===== config.mk =====
export PLATFORM = sky130hd
export DESIGN_NAME = arb4
export DESIGN_NICKNAME = d
export VERILOG_FILES = /design/src/rtl/arb4.sv
export SDC_FILE = /design/constraint.sdc
export NUM_CORES = 1
export LEC_CHECK = 0
export CAP_MARGIN = 5
export CORE_MARGIN = 10
export CORE_UTILIZATION = 30
export DETAILED_ROUTE_END_ITERATION = 7
export GPL_TIMING_DRIVEN = 0
export PLACE_DENSITY = 0.85
export SLEW_MARGIN = 20
export SYNTH_ARGS = -nofsm -noshare
export SYNTH_HDL_FRONTEND = slang
export SYNTH_SLANG_ARGS = --single-unit
export TNS_END_PERCENT = 10

===== constraint.sdc =====
create_clock -name i_clk -period 4.3 [get_ports i_clk]
set_clock_uncertainty 0.2 [all_clocks]
set_input_delay 1.29 -clock i_clk [delete_from_list [all_inputs] [get_ports i_clk]]
set_output_delay 1.29 -clock i_clk [all_outputs]
set_load 0.05 [all_outputs]

===== src/rtl/arb4.sv =====
// arb4: four-way round-robin bus arbiter.
//
// Owns the select side of a shared 4:1 request mux and the 1:4 response demux
// between up to four bus initiators and a single shared target port.
//
// Parameters
//   WIDTH    width of the response data path
// Ports
//   i_clk    clock, all state changes on the rising edge
//   i_rst    synchronous active-high reset
//   i_req    per-initiator request, held until the matching o_ack bit
//   i_ack    shared target completion, single-cycle pulse
//   i_rdata  shared target read data, valid with i_ack
//   o_sel    registered index of the current owner (request mux select)
//   o_gnt    registered one-hot grant, zero when idle
//   o_busy   registered, high while a grant is active
//   o_ack    one-hot completion to the owner, combinational with i_ack
//   o_rdata  i_rdata while busy, else zero
module arb4 #(
  parameter int unsigned WIDTH = 32
) (
  input  logic             i_clk,
  input  logic             i_rst,
  input  logic [3:0]       i_req,
  input  logic             i_ack,
  input  logic [WIDTH-1:0] i_rdata,
  output logic [1:0]       o_sel,
  output logic [3:0]       o_gnt,
  output logic             o_busy,
  output logic [3:0]       o_ack,
  output logic [WIDTH-1:0] o_rdata
);

  typedef enum logic [0:0] {StIdle, StGrant} state_e;

  state_e     state_q;
  logic [1:0] sel_q;
  logic [3:0] gnt_q;
  logic       busy_q;
  logic [1:0] last_q;
  logic [1:0] winner;
  logic       found;

  // Round-robin scan starting just after the most recent owner; the
  // 2-bit sum wraps so the previous owner is examined last.
  always_comb begin
    winner = last_q + 2'd1;
    found  = 1'b0;
    for (int unsigned i = 1; i <= 4; i++) begin
      if (!found && i_req[last_q + 2'(i)]) begin
        winner = last_q + 2'(i);
        found  = 1'b1;
      end
    end
  end

  always_ff @(posedge i_clk) begin
    if (i_rst) begin
      state_q <= StIdle;
      sel_q   <= 2'd0;
      gnt_q   <= 4'b0000;
      busy_q  <= 1'b0;
      last_q  <= 2'd3;  // initiator 0 wins first after reset
    end else begin
      case (state_q)
        StIdle: begin
          // i_ack seen here has no owner and is dropped.
          if (|i_req) begin
            state_q <= StGrant;
            sel_q   <= winner;
            gnt_q   <= 4'b0001 << winner;
            busy_q  <= 1'b1;
          end
        end
        StGrant: begin
          // Completion and abort both release; sel_q is left unchanged so the
          // mux select stays stable through the release edge.
          if (i_ack || !i_req[sel_q]) begin
            state_q <= StIdle;
            gnt_q   <= 4'b0000;
            busy_q  <= 1'b0;
            last_q  <= sel_q;
          end
        end
        default: begin
          state_q <= StIdle;
        end
      endcase
    end
  end

  assign o_sel   = sel_q;
  assign o_gnt   = gnt_q;
  assign o_busy  = busy_q;
  assign o_ack   = {4{i_ack}} & gnt_q;
  assign o_rdata = busy_q ? i_rdata : '0;

endmodule


==> flow_summary.json <==
{
  "crit_slowest_cell": "clkdlybuf4s50_1",
  "hold_viol": 0,
  "viasPerCell": 4.75,
  "track_usage": 0.122,
  "insertion_delay_ns": 0.27,
  "cp.required_ns": 2.81,
  "async_flop_share": 0,
  "synth_edf_count": 0,
  "die_h_um": 70.6,
  "synth_area_um2": 767,
  "crit_path_start_kind": "primary input",
  "cts_hold_buf": 0,
  "die_area_um2": 4980,
  "yosysSeqAreaShare": 0.261,
  "use_met2": 0.228,
  "r2r_setup_slack_ns": 2.48,
  "port_buffers": 80,
  "max_freq_ghz": 0.239,
  "fin_ws_ns": 0.122,
  "area_delta_synth_final_pct": 114,
  "drtIter0Drc": 33,
  "worstSetupPathType": "primary input to output port",
  "layoutNonFillerInstCount": 213,
  "yosysWarnings": 0,
  "start_util": 0.312,
  "io_pins": 82,
  "max-vdd-ir-drop_mv": 0.256,
  "drv_cap": 0,
  "synth_area_per_cell_um2": 7.75,
  "path_cells": "clkdlybuf4s50_1 > and2_1 > clkdlybuf4s50_1",
  "worstPathArrival_ns": 2.69,
  "ant_nets": 0,
  "layout_common_cells": "clkdlybuf4s50_1 (76), and2_1 (36), dfxtp_1 (10)",
  "yosys-top-cells-area": "and2_1 (29%), dfxtp_1 (26%), inv_1 (3.4%)",
  "crit_fanout": 1,
  "cts.reportedPaths.clkPinSlew_ns": 0.07,
  "num_rows": 18,
  "slew_violations": 0,
  "final_common_cell": "clkdlybuf4s50_1",
  "nets": 223,
  "fillers": 218,
  "netlist_instances": 99,
  "drc": 0,
  "critPathBufInv": 2,
  "cp_top_family": "buffers and inverters",
  "die_w_um": 70.6,
  "finalCritPeriodShare": 0.972,
  "antenna_cells": 0,
  "p_leak_nw": 0.677,
  "busiest_layer": "met2",
  "final_util": 0.670,
  "cts_htree_levels": 1,
  "core_um2": 2450,
  "cpPeakStageDelay_ns": 0.81,
  "clock_path_buffers": 2,
  "synth_cell_types": 29,
  "synth_nets": 138,
  "antenna_found_initial": 0,
  "drive_above_1_share": 0.0656,
  "clockRootBuffer": "clkbuf_4",
  "finalCriticalPeriod_ns": 4.18,
  "grt_pass1_vias": 1043,
  "grt_util_met3": 0.0544,
  "dpl.hpwl_um": 2960,
  "critical_path.most_common_cell": "clkdlybuf4s50_1",
  "first_pass_iters": 2,
  "setup_violations": 0,
  "status": "complete, no violations",
  "synth_top_area_frac": 0.294,
  "synth.largest_area_cell": "and2_1",
  "cts_buffers": 3,
  "postSynthRegisterBits": 10,
  "fin_setup_tns_ns": 0,
  "routed_wirelength_um": 3280,
  "cts_tree": "built",
  "grt_max_degree": 11,
  "slew_headroom": 0.576,
  "wl_per_cell_um": 15.4,
  "dr_total_vias": 1011,
  "grt-ovfl-total": 0,
  "cts_sinks": 10,
  "dp_cells": 209,
  "setup.worst_path.end_class": "output port",
  "grt_util_met1": 0.116,
  "rsz0062_at_grt": "no",
  "ys.flop_type": "dfxtp_1",
  "grt_pass1_wl_um": 5130,
  "hold_class": "flop to flop",
  "dp_slack_ns": -0.00557,
  "tightestPinTransition_ns": 0.630,
  "post_cts_buffers": 0,
  "power_density_nw_per_um2": 296,
  "gp_congestion": 0.821
}
==> timing repair <==
item,4_1_cts,5_1_grt
endpoints found under the setup margin,2,2
pin swaps,0,0
gates resized for setup,2,2
==> path summary, 6_finish.rpt <==
check              startpoint          end  depth (start not counted)
hold reg to reg      o_gnt[3]     o_gnt[3]                          2
setup reg to reg    last_q[0]     o_gnt[1]                          5
setup / recovery  i_rdata[23]  o_rdata[23]                          3
hold / removal       o_gnt[3]     o_gnt[3]                          2
==> through the flow <==
step / hold slack, ns / instance area [um2] / power (mW)
3_5_place_dp: 0.274 / 1610 / 0.405
6_report: 0.271 / 1640 / 0.487
3_3_place_gp: 0.258 / 1610 / 0.399
2_1_floorplan: 0.281 / 767 / 0.292
5_1_grt: 0.299 / 1640 / 0.510
4_1_cts: 0.283 / 1640 / 0.489
==> cells in the mapped netlist (2+ instances only) <==
cell,count
inv_1,7
or3_1,2
dfxtp_1,10
and2_1,36
mux2i_1,2
or2_2,2
nor2b_1,3
a32oi_1,2
nor2_1,6
clkbuf_1,3
a21oi_1,4
nand2_1,4
o221ai_1,2
==> where the power goes <==
part / leakage, nW / total, mW / switching [mW] / internal, mW
combinational: 0.573 / 0.283 / 0.169 / 0.114
sequential: 0.0826 / 0.117 / 0.0131 / 0.103
clock: 0.0210 / 0.0870 / 0.0356 / 0.0515
==> logic make-up after synthesis <==
logic type | count (synthesis) | share of synthesized area
AO/OA/AOI/OAI | 19 | 0.204
buffers and inverters | 11 | 0.0669
flip-flops | 10 | 0.261
AND/OR/NAND/NOR | 57 | 0.442
multiplexers | 2 | 0.0261
==> per-layer routing <==
metal	wire (um)	part of all wire
met3	373	0.11
met5	0	0
met4	62	0.019
met2	1650	0.50
met1	1200	0.37
==> flip-flops by register name (all words and copies together), names as in the netlist <==
register  flops
o_sel         2
last_q        2
o_gnt         4
state_q       1
o_busy        1
==> cell type report <==
class                      count  area, um2  share of cell area
buffer                         4       25.0              0.0152
clock buffer                   4       36.3              0.0221
inverter                       7       26.3              0.0160
multi-input combinational     78        515               0.314
sequential                    10        200               0.122
tap                           30       37.5              0.0228
timing repair buffer          80        803               0.489
==> worst register-to-register path: cells and delay by family (launching register included) <==
kind	cells	cell delay [ns]
compound gates	3	0.63
flops	1	0.36
simple gates	2	0.57
Note: power is estimated with default switching activity, not from simulation.
